## src/rtl/mem_req_arbiter.sv

```systemverilog
// Arbitrates NUM_REQ lane requests onto the shared register memory, one transaction at a time.
// Optional build macro MEM_ARB_FIXED_PRIO_EN selects fixed priority (lowest lane wins) instead of round-robin.
module mem_req_arbiter #(
    parameter int NUM_REQ   = 4,
    parameter int AW        = 8,
    parameter int DW        = 32,
    parameter int MEM_DEPTH = 8,
    parameter int READ_LAT  = 1
) (
    input  logic                  clk,
    input  logic                  rst_n,
    input  logic [NUM_REQ-1:0]    req_valid,
    output logic [NUM_REQ-1:0]    req_ready,
    input  logic [NUM_REQ-1:0]    req_we,
    input  logic [NUM_REQ*AW-1:0] req_addr,
    input  logic [NUM_REQ*DW-1:0] req_wdata,
    output logic [NUM_REQ-1:0]    rsp_valid,
    input  logic [NUM_REQ-1:0]    rsp_ready,
    output logic [DW-1:0]         rsp_rdata,
    output logic                  rsp_err,
    output logic                  mem_read,
    output logic                  mem_write,
    output logic [AW-1:0]         mem_read_adr,
    output logic [AW-1:0]         mem_write_adr,
    output logic [DW-1:0]         mem_in_data,
    input  logic [DW-1:0]         mem_out_data,
    output logic [1:0]            dbg_state
);

    localparam int IDW = (NUM_REQ > 1) ? $clog2(NUM_REQ) : 1;
    localparam int CW  = (READ_LAT > 1) ? $clog2(READ_LAT) : 1;
    localparam logic [AW:0] DEPTH_L = (AW+1)'(MEM_DEPTH);

    typedef enum logic [1:0] {
        IDLE  = 2'd0,
        ISSUE = 2'd1,
        WAIT  = 2'd2,
        RESP  = 2'd3
    } state_t;

    state_t           state, state_nxt;
    logic [IDW-1:0]   win_id;
    logic             win_found;
    int               arb_idx;
    logic             lat_we;
    logic [IDW-1:0]   lat_id;
    logic [CW-1:0]    wait_cnt;
    logic             wait_last;
    logic             sel_we;
    logic [AW-1:0]    sel_addr;
    logic [DW-1:0]    sel_wdata;
    logic             sel_err;
`ifndef MEM_ARB_FIXED_PRIO_EN
    logic [IDW-1:0]   rr_ptr;
`endif

    // Winner search: first valid lane starting at the search origin, wrapping at NUM_REQ.
    always_comb begin
        win_found = 1'b0;
        win_id    = '0;
        arb_idx   = 0;
        for (int k = 0; k < NUM_REQ; k++) begin
`ifdef MEM_ARB_FIXED_PRIO_EN
            arb_idx = k;
`else
            arb_idx = int'(rr_ptr) + k;
            if (arb_idx >= NUM_REQ) arb_idx = arb_idx - NUM_REQ;
`endif
            if (!win_found && req_valid[IDW'(arb_idx)]) begin
                win_found = 1'b1;
                win_id    = IDW'(arb_idx);
            end
        end
    end

    assign sel_we    = req_we[win_id];
    assign sel_addr  = req_addr[int'(win_id)*AW +: AW];
    assign sel_wdata = req_wdata[int'(win_id)*DW +: DW];
    assign sel_err   = ({1'b0, sel_addr} >= DEPTH_L);
    assign wait_last = (wait_cnt == CW'(READ_LAT - 1));
    assign dbg_state = state;

    // Handshakes: a transfer occurs on a rising edge where valid and ready are both 1.
    // req_ready is only offered in IDLE; rsp_valid is held with stable payload until rsp_ready.
    always_comb begin
        req_ready = '0;
        rsp_valid = '0;
        if (state == IDLE && win_found) req_ready[win_id] = 1'b1;
        if (state == RESP)              rsp_valid[lat_id] = 1'b1;
    end

    always_comb begin
        state_nxt = state;
        case (state)
            IDLE:  if (win_found) state_nxt = sel_err ? RESP : ISSUE;
            ISSUE: state_nxt = lat_we ? RESP : WAIT;
            WAIT:  if (wait_last) state_nxt = RESP;
            RESP:  if (rsp_ready[lat_id]) state_nxt = IDLE;
            default: state_nxt = IDLE;
        endcase
    end

    always_ff @(posedge clk or negedge rst_n) begin
        if (!rst_n) state <= IDLE;
        else        state <= state_nxt;
    end

    always_ff @(posedge clk or negedge rst_n) begin
        if (!rst_n) begin
            lat_we        <= 1'b0;
            lat_id        <= '0;
            wait_cnt      <= '0;
            rsp_rdata     <= '0;
            rsp_err       <= 1'b0;
            mem_read      <= 1'b0;
            mem_write     <= 1'b0;
            mem_read_adr  <= '0;
            mem_write_adr <= '0;
            mem_in_data   <= '0;
`ifndef MEM_ARB_FIXED_PRIO_EN
            rr_ptr        <= '0;
`endif
        end else begin
            mem_read  <= 1'b0;
            mem_write <= 1'b0;
            case (state)
                IDLE: begin
                    if (win_found) begin
                        lat_we    <= sel_we;
                        lat_id    <= win_id;
                        wait_cnt  <= '0;
                        rsp_rdata <= '0;
                        rsp_err   <= sel_err;
                        // Strobes are registered so they are high for exactly the ISSUE cycle.
                        if (!sel_err) begin
                            if (sel_we) begin
                                mem_write     <= 1'b1;
                                mem_write_adr <= sel_addr;
                                mem_in_data   <= sel_wdata;
                            end else begin
                                mem_read      <= 1'b1;
                                mem_read_adr  <= sel_addr;
                            end
                        end
                    end
                end
                WAIT: begin
                    wait_cnt <= wait_cnt + CW'(1);
                    if (wait_last) rsp_rdata <= mem_out_data;
                end
                RESP: begin
`ifndef MEM_ARB_FIXED_PRIO_EN
                    if (rsp_ready[lat_id])
                        rr_ptr <= (lat_id == IDW'(NUM_REQ - 1)) ? '0 : lat_id + IDW'(1);
`endif
                end
                default: ;
            endcase
        end
    end

endmodule
```

## config.mk

```make
export PLATFORM = sky130hd
export DESIGN_NAME = mem_req_arbiter
export DESIGN_NICKNAME = d
export VERILOG_FILES = /design/src/rtl/mem_req_arbiter.sv
export SDC_FILE = /design/constraint.sdc
export NUM_CORES = 1
export LEC_CHECK = 0
export BUFFER_PORTS_ARGS = -buffer_cell sky130_fd_sc_hd__buf_2
export CAP_MARGIN = 10
export CORE_AREA = 2 2 115 117
export DETAILED_ROUTE_END_ITERATION = 6
export DIE_AREA = 0 0 117 119
export PLACE_DENSITY_LB_ADDON = 0.3
export SLEW_MARGIN = 0
export SYNTH_ARGS = -nofsm -noshare
export SYNTH_HDL_FRONTEND = slang
export SYNTH_SLANG_ARGS = --single-unit
export TNS_END_PERCENT = 20
```

## constraint.sdc

```tcl
create_clock -name clk -period 4.5 [get_ports clk]
set_clock_uncertainty 0.1 [all_clocks]
set_input_delay 0.9 -clock clk [delete_from_list [all_inputs] [get_ports clk]]
set_output_delay 0.9 -clock clk [all_outputs]
set_load 0.05 [all_outputs]
```

# Word level (Yosys, flattened, before mapping)
# Index checks and enable logic that the tools add are counted.
# op_classes
addsub,9
n_mul,0
div_mod_pow,0
order_cmp,13
n_eq_ne,7
n_shift,2
n_mux,54
bitwise_logic,2
reduce_logical,18
# ops
cell,n
$shiftx A128 B8 Y32,1
$mux W32,2
$pmux W32 S2,1
$shiftx A32 B6 Y8,1
$mux W1,26
$mux W2,13
$lt A2 B4 Y1 const B,4
$bmux W1 S2,6
$ge A3 B3 Y1 const B,3
$ge A8 B4 Y1 const B,1
$mux W4,2
$pmux W2 S4,1
$reduce_and A4 Y1,2
$sub A2 B1 Y2 const B,4
$add A2 B2 Y3 const B,2
$eq A2 B2 Y1 const B,3
$logic_and A1 B1 Y1,6
$lt A2 B3 Y1 const B,2
$reduce_and A2 Y1,3
$reduce_and A3 Y1,2
$demux W1 S2,2
$ge A2 B1 Y1 const B,2
$ne A2 B2 Y1 const B,2
$add A2 B1 Y3 const B,1
10 further kinds,13
# word_totals
reg_bits,91
latchBits,0
mem_bits_rw,0
rom_bits,0
in_bits,206
out_inout_bits,93
mem_count,0

# Logic depth before layout (Yosys ltp)
# Gate-level depths: netlist (run 1).
# depth
ltp_word,21
ltp_mapped,10
depth_no_buf,8

# Worst setup path before layout (run 1)
# No wires, ideal clock.
# synth_timing
path_kind,input port to output port
from,input req_valid[2]
to,output req_ready[0]
arrival_time_ns,2.949
slack_ns,0.551
path_stages,6
n_path_buf,2
path_cell_list,nor2b_1 > a221o_1 > and2_4 > buf_6 > clkbuf_1 > nor3_1
# synth_via
elab_chain_len,18
# synth_lines
item,line,text
"start, declared",12,"input logic [NUM_REQ-1:0] req_valid,"
$bmux W1 S2,69,if (!win_found && req_valid[IDW'(arb_idx)]) begin
$mux W1 (not written as such) (2 in a row),69,
$mux W1,69,
$logic_not A1 Y1,69,
$logic_and A1 B1 Y1,69,
$mux W1,69,
$logic_not A1 Y1,69,
$logic_and A1 B1 Y1,69,
$mux W1,69,
$logic_not A1 Y1,69,
$logic_and A1 B1 Y1,69,
$mux W2,69,
$lt A2 B3 Y1 (not written as such) or $ge A2 B1 Y1 (tied branches),88,if (state == IDLE && win_found) req_ready[win_id] = 1'b1;
$logic_and A1 B1 Y1 (not written as such),88,
$mux W1 (not written as such),88,
$demux W1 S2,88,
$mux W4 *,88,
"end, declared",13,"output logic [NUM_REQ-1:0] req_ready,"
# Mark *: on every way between the ends. The rest lies on a longest branch, timed or not. The select of a mux whose other input is x is not followed.

# Final worst setup path (run 1)
# layout_timing
from,input req_valid[0]
to,output req_ready[2]
# The elaborated chain is that of the path after synthesis.

==> results.rst, run 1 <==
.. list-table::
   :header-rows: 1

   * - Metric
     - Value
   * - Result of the run
     - complete, no violations
   * - Worst reg2reg setup slack
     - 1260 ps
   * - HPWL after detailed placement
     - between 10 and 15 mm
   * - CORE AREA
     - approximately 13,000 um^2
   * - Worst max-slew margin expressed relative to the limit
     - 0.535
   * - CTS-repair resized insts
     - 0
   * - Number of max-cap violations
     - 0
   * - Maximum frequency from static timing analysis
     - around 0.28 GHz
   * - Path type of the worst setup path
     - input pin to primary output
   * - Cell type with the highest occurrence count on the critical path
     - buf_2
   * - Slowest cell delay on critical path
     - 530 ps
   * - Largest net degree at the start of global routing
     - 71
   * - Data arrival time of the critical path
     - roughly 2500 ps
   * - Post-synth EDFFs
     - 0
   * - Critical Path Sink Type
     - primary output
   * - Most common cell after layout, fill and taps aside
     - buf_2
   * - Worst setup path start
     - req_valid[0]
   * - Utilization after layout
     - 0.539
   * - Count of state elements after synthesis
     - 91
   * - Via count of the first global-routing pass
     - 4,984
   * - Distinct cell type count after synthesis
     - between 40 and 50
   * - Initial standard-cell utilization of the core
     - 0.390
   * - Layout area overhead
     - 38.2%
   * - Root buffer cell
     - clkbuf_16
   * - DR vias
     - 5,018
   * - Wire per inst
     - approximately 16 um
   * - DRT antenna net count
     - 0
   * - Total power per unit cell area
     - 628 nW/um^2
   * - Number of buffers inserted during clock tree synthesis
     - 9
   * - Setup repair after global routing missed its margin
     - no
   * - Final Hold Fails
     - 0
   * - Cells after synthesis
     - approximately 500
   * - Final setup vio count
     - 0
   * - Area after detailed placement
     - 6630 um^2
   * - Post-synth net total
     - ~730
   * - Crit path required time
     - 3500 ps
   * - Number of cells after detailed placement
     - 959
   * - Share of layout cells above drive strength 1
     - 0.464
   * - Post-synthesis cell area
     - 5020 um^2
   * - Clk Latency, worst-skew pair
     - around 340 ps
   * - Drt drc
     - 0
   * - Layout filler cell count
     - approximately 1,200
   * - Most used flip-flop cell after synthesis
     - dfrtp_1
   * - Level count of the clock H-tree
     - 3
   * - Number of DRC markers in iteration 0
     - between 200 and 250
   * - Worst-case clock buffer depth
     - 2
   * - Number of buffer and inverter instances along the worst setup path
     - 2
   * - Worst Path Max Fanout
     - 43
   * - Floorplan die area
     - about 14,000 um^2
   * - Reg-to-reg critical path startpoint
     - rr_ptr[0]$_DFFE_PN0P_
   * - Post-CTS setup buffer count
     - 0
   * - FF-to-FF path depth
     - 8
   * - DIE HEIGHT
     - between 100 and 150 um
   * - Actual transition at the worst max-transition pin
     - roughly 700 ps
   * - Crit. path cell count
     - 7
   * - Clock period minus final worst setup slack
     - about 3500 ps
   * - Post-Layout Cell Count
     - roughly 1,000
   * - Worst reg2reg endpoint
     - mem_in_data[3]$_DFFE_PN0P_
   * - Die outline width
     - around 120 um
   * - Top library cells by usage in the layout, fill and taps aside
     - buf_2 (297), nand2_1 (154), dfrtp_1 (91), and3_1 (36), a31oi_1 (35)
   * - Clock tree from TritonCTS
     - built
   * - Initial antenna violation count
     - 0
   * - Sequential share of the synthesized area
     - 0.453
   * - GRT Resource Usage Total
     - 0.226
   * - Router iterations before antenna repair
     - 4
   * - Summed negative setup slack over all endpoints
     - 0 ps
   * - Synthesis Warnings
     - 0
   * - Tcrit/Tclk final
     - 0.781
   * - Clock-pin slew on the worst setup and hold paths
     - about 60 ps
   * - Quantity of hold-fixing buffers added after cts
     - 0
   * - Critical path's slowest cell
     - and2_4
   * - PortBufs
     - roughly 300
   * - VDD IR-drop max
     - just over 0.5 mV
   * - Total non-filler cell area in the finished layout
     - just under 7000 um^2
   * - Post-synth ARST share
     - 1.00
   * - Total Power
     - approximately 4.4 mW
   * - Area used by multi-input combinational logic
     - 2540 um^2
   * - Critical path's top delay family
     - simple AND/OR/NAND/NOR gates
   * - Max-slew violations
     - 0
   * - Overflow left after global routing
     - 0
   * - Aggregate routed wire length
     - 15.7 mm
   * - CP cell instances
     - buf_2, nor2b_1, o21bai_1, and2_4, nand2_1, nor2_1, buf_2
   * - Routability Congestion
     - roughly 0.95
   * - Critical Path End
     - req_ready[2]
   * - CTS Sinks
     - just over 90
   * - Cell Rows
     - 42
   * - Antenna diode count
     - 0
   * - Synth Area per Inst
     - approximately 9.8 um^2
   * - Static leakage
     - about 4 nW
   * - Post-detailed-route via-to-cell ratio
     - 5.14
   * - I/O pin total
     - 299
   * - Wire length of the first global-routing pass
     - around 25 mm
   * - Critical Path Source Type
     - input pin
   * - Area taken by flip-flops and latches
     - around 2300 um^2
   * - Class of the tightest hold or removal check
     - register to register
   * - Layout Nets
     - 1,010
[through the flow]
step,hold WS [ps],worst slack (ps)
6_report,388,987
5_1_grt,421,863
4_1_cts,390,998
3_5_place_dp,371,712
3_3_place_gp,374,771
2_1_floorplan,346,551
[cells in the mapped netlist, types with 2 or more instances]
library cell | number | share of area
nand2_1 | 154 | 0.12
dfrtp_1 | 91 | 0.45
and3_1 | 36 | 0.045
a31oi_1 | 35 | 0.044
mux2_4 | 34 | 0.10
a22o_1 | 32 | 0.056
clkbuf_1 | 21 | 0.016
nor2b_1 | 13 | 0.016
nor2_1 | 10 | 0.0075
ha_1 | 9 | 0.022
a21oi_1 | 7 | 0.0070
inv_1 | 6 | 0.0045
mux2i_1 | 6 | 0.012
o21ai_0 | 6 | 0.0060
buf_1 | 5 | 0.0037
mux2_2 | 5 | 0.011
and2_1 | 4 | 0.0050
buf_6 | 3 | 0.0067
buf_8 | 3 | 0.0090
nor3_1 | 3 | 0.0030
buf_2 | 2 | 0.0020
nand2b_1 | 2 | 0.0025
o2111ai_1 | 2 | 0.0035
[layer usage]
| layer | vias to the layer above | part of all wire | GRT usage | wire length [um] |
|---|---|---|---|---|
| met5 | - | 0 | 0 | 0 |
| met4 | 0 | 0.032 | 0.101 | 507 |
| met3 | 39 | 0.057 | 0.0361 | 899 |
| met2 | 204 | 0.51 | 0.401 | 8070 |
| met1 | 2419 | 0.40 | 0.264 | 6260 |
| li1 | 2356 | - | - | - |
[worst min path at each step]
stage	end	cells past startpoint	slack, ps	from
after global routing	mem_in_data[13]$_DFFE_PN0P_	1	420	mem_in_data[13]$_DFFE_PN0P_
after CTS	lat_we$_DFFE_PN0P_	2	390	lat_we$_DFFE_PN0P_
final	lat_we$_DFFE_PN0P_	2	390	lat_we$_DFFE_PN0P_
after detailed placement	lat_we$_DFFE_PN0P_	2	370	lat_we$_DFFE_PN0P_
after global placement	lat_we$_DFFE_PN0P_	2	370	lat_we$_DFFE_PN0P_
after floorplan	lat_we$_DFFE_PN0P_	2	350	lat_we$_DFFE_PN0P_
[layout make-up]
| class | instances | share of cell area |
|---|---|---|
| clock inverter | 6 | 0.0105 |
| timing repair buffer | 306 | 0.227 |
| tap | 176 | 0.0317 |
| sequential | 91 | 0.328 |
| inverter | 7 | 0.00378 |
| multi-input combinational | 380 | 0.366 |
| clock buffer | 10 | 0.0330 |
[worst min-delay path, stage by stage (launching register included)]
cell,delay [ps]
dfrtp_1,350
nand2_1,50
nand2_1,60
[power breakdown]
part	total (mW)	switching [mW]	internal, mW
clock	0.764	0.328	0.437
combinational	2.41	1.61	0.792
sequential	1.19	0.161	1.03
[sequential cells by signal, summed over array words and instances, names as in the netlist]
register,count
dbg_state,2
lat_id,2
lat_we,1
mem_in_data,32
mem_read,1
mem_read_adr,8
mem_write,1
mem_write_adr,8
rr_ptr,2
rsp_err,1
rsp_rdata,32
wait_cnt,1
[logic make-up (layout without fill, tap and decap cells)]
family                     Yosys count  after routing  synth area share
and+or+nand+nor                    228            228             0.206
AOI/OAI and AO/OA                   96             96             0.143
DFF                                 91             91             0.453
muxes                               46             46             0.129
buffers and inverters               42            329            0.0438
adders and majority gates            9              9            0.0224
xor gates and xnor gates             1              1           0.00174
No activity file was read; power rests on OpenSTA's default activity.
==> inputs of run 2 (changes only) <==
- CORE_AREA: 2 2 115 117 -> 2 2 117 119
- DIE_AREA: 0 0 117 119 -> 0 0 119 121
- clock period: 4.5 -> 3.32 ns (I/O delays scaled with it)
==> results.rst, run 2 (same netlist as run 1, synthesis figures left out) <==
.. list-table::
   :header-rows: 1

   * - Metric
     - Value
   * - Place WS
     - 229 ps (-482 ps)
   * - P_int
     - 3.10 mW (+37%)
   * - Registers with the highest flip-flop counts
     - mem_in_data: 32 flops, rsp_rdata: 32 flops
   * - Max-slew violations
     - 0 (unchanged)
   * - Aggregate routed wire length
     - 15.2 mm (-3.7%)
   * - Most common cell after layout, fill and taps aside
     - buf_2
   * - DRT antenna net count
     - 0 (unchanged)
   * - I/O pin total
     - 299 (unchanged)
   * - CTS Sinks
     - 91 (unchanged)
   * - Number of buffers inserted during clock tree synthesis
     - 9 (unchanged)
   * - Antenna diode count
     - 0 (unchanged)
   * - Worst-case clock buffer depth
     - 2 (unchanged)
   * - CP cell instances
     - mux2i_1, buf_4, o21ai_0, a21oi_1, nand2_1, nor2_1, buf_2
   * - Cell Rows
     - 42 (unchanged)
   * - Comb pwr share
     - 0.552 (about the same)
   * - Clock period minus final worst setup slack
     - slightly below 3000 ps
   * - Result of the run
     - complete, no violations
   * - Overflow left after global routing
     - 0 (unchanged)
   * - Clock-pin slew on the worst setup and hold paths
     - 80 ps (+20 ps)
   * - Number of cells after detailed placement
     - 969 (+1.0%)
   * - CTS-repair resized insts
     - 0 (unchanged)
   * - Final setup vio count
     - 0 (unchanged)
   * - Routability Congestion
     - 0.857 (-9.8%)
   * - Initial standard-cell utilization of the core
     - 0.384 (-0.00627)
   * - Critical Path Source Type
     - register
   * - Initial antenna violation count
     - 0 (unchanged)
   * - Wire per inst
     - 15.4 um (-4.6%)
   * - Data arrival time of the critical path
     - 2170 ps (-340 ps)
   * - Critical path's top delay family
     - flip-flops
   * - GRT Resource Usage Total
     - 0.212 (-0.0136)
   * - Number of max-cap violations
     - 0 (unchanged)
   * - Worst max-slew margin expressed relative to the limit
     - 0.537 (+0.00204)
   * - Top library cells by usage in the layout, fill and taps aside
     - buf_2 (297), nand2_1 (154), dfrtp_1 (91), and3_1 (36), a31oi_1 (35)
   * - Largest net degree at the start of global routing
     - 71 (unchanged)
   * - Final Hold Fails
     - 0 (unchanged)
   * - CORE AREA
     - 13,100 um^2 (+1.6%)
   * - Floorplan die area
     - 14,400 um^2 (+3.4%)
   * - DIE HEIGHT
     - 121 um (+1.7%)
   * - Critical Path Sink Type
     - primary output
   * - Sequential Power Share
     - 0.268 (-0.006)
   * - Number of DRC markers in iteration 0
     - 252 (+4.6%)
   * - DR vias
     - 4,862 (-3.1%)
   * - Path type of the worst setup path
     - register to primary output
   * - Crit path required time
     - 2560 ps (-940 ps)
   * - Slowest cell delay on critical path
     - 450 ps (-80 ps)
   * - Die outline width
     - 119 um (+1.7%)
   * - HPWL after detailed placement
     - 11.5 mm (-4.7%)
   * - Clock tree from TritonCTS
     - built
   * - VDD IR-drop max
     - 0.437 mV (-14%)
   * - Router iterations before antenna repair
     - 4 (unchanged)
   * - Setup repair after global routing missed its margin
     - no
   * - Post-Layout Cell Count
     - 985 (+0.92%)
   * - Post-CTS setup buffer count
     - 0 (unchanged)
   * - PortBufs
     - 298 (unchanged)
   * - Level count of the clock H-tree
     - 3 (unchanged)
   * - Share of layout cells above drive strength 1
     - 0.472 (+0.00844)
   * - Layout Nets
     - 1,019 (+0.89%)
   * - Critical path's slowest cell
     - dfrtp_1
   * - Maximum frequency from static timing analysis
     - ~0.34 GHz
   * - Tcrit/Tclk final
     - 0.883
   * - Root buffer cell
     - clkbuf_16
   * - Clk Latency, worst-skew pair
     - 330 ps (about the same)
   * - Number of buffer and inverter instances along the worst setup path
     - 2 (unchanged)
   * - Static leakage
     - 3.97 nW (+1.6%)
   * - Via count of the first global-routing pass
     - 4,859 (-2.5%)
   * - Quantity of hold-fixing buffers added after cts
     - 0 (unchanged)
   * - Final worst slack
     - 389 ps (-598 ps)
   * - Post-detailed-route via-to-cell ratio
     - 4.94 (-4.0%)
   * - Total power per unit cell area
     - 847 nW/um^2 (+35%)
   * - Sw Share
     - 0.481 (-0.000946)
   * - Layout filler cell count
     - 1,246 (+7.1%)
   * - Clock share of power
     - 0.180 (+0.005)
   * - Wire length of the first global-routing pass
     - 24.6 mm (about the same)
   * - P_sw
     - 2.87 mW (+37%)
   * - Class of the tightest hold or removal check
     - input pin to asynchronous set/reset pin
   * - Layout area overhead
     - 40.3%
   * - Drt drc
     - 0 (unchanged)
   * - Actual transition at the worst max-transition pin
     - 694 ps (-3.06 ps)
   * - Worst Path Max Fanout
     - 6 (-86%)
   * - Summed negative setup slack over all endpoints
     - 0 ps (unchanged)
## run 2: layer usage
layer	vias to the layer above	routed length [um]	part of all wire	track usage
met1	2282	6690	0.44	0.273
met5	-	0	0	0
li1	2379	-	-	-
met2	175	7420	0.49	0.363
met4	0	376	0.025	0.0796
met3	26	663	0.044	0.0310
## run 2: through the flow
stage	hold WS, ps	area [um^2]	power, mW	utilization
global route	297	7050	6.39	0.539
floorplan	268	5030	4.05	-
detailed placement	377	6730	4.93	0.515
CTS	268	7050	6.03	0.539
global placement	370	6730	4.92	0.515
finish	247	7050	5.97	0.539
## run 2: final timing paths
| kind | startpoint | end | slack (ps) | cells past startpoint |
|---|---|---|---|---|
| max | rr_ptr[1]$_DFFE_PN0P_ | req_ready[3] | 390 | 7 |
| min | rst_n | mem_in_data[10]$_DFFE_PN0P_ | 250 | 1 |
| max reg2reg | rr_ptr[1]$_DFFE_PN0P_ | mem_in_data[5]$_DFFE_PN0P_ | 570 | 8 |
| min reg2reg | lat_we$_DFFE_PN0P_ | lat_we$_DFFE_PN0P_ | 390 | 2 |
| max in group asynchronous | rst_n | mem_in_data[20]$_DFFE_PN0P_ | 2100 | 2 |
| min in group clk | lat_we$_DFFE_PN0P_ | lat_we$_DFFE_PN0P_ | 390 | 2 |
## run 2: power by group through the flow
| stage | Combinational, mW | Clock (mW) | Sequential [mW] |
|---|---|---|---|
| 2_1_floorplan | 1.60 | 0 | 2.45 |
| 4_1_cts | 3.32 | 1.11 | 1.60 |
| 6_report | 3.30 | 1.08 | 1.60 |
| 3_5_place_dp | 3.32 | 0 | 1.61 |
| 5_1_grt | 3.58 | 1.16 | 1.64 |
| 3_3_place_gp | 3.30 | 0 | 1.62 |
## run 2: area by class of cell
class,instances,area (um^2),share of cell area
clock inverter,7,91.3,0.0130
tap,176,220,0.0312
inverter,7,26.3,0.00373
multi-input combinational,380,2550,0.362
sequential,91,2280,0.323
clock buffer,9,225,0.0319
timing repair buffer,315,1660,0.235
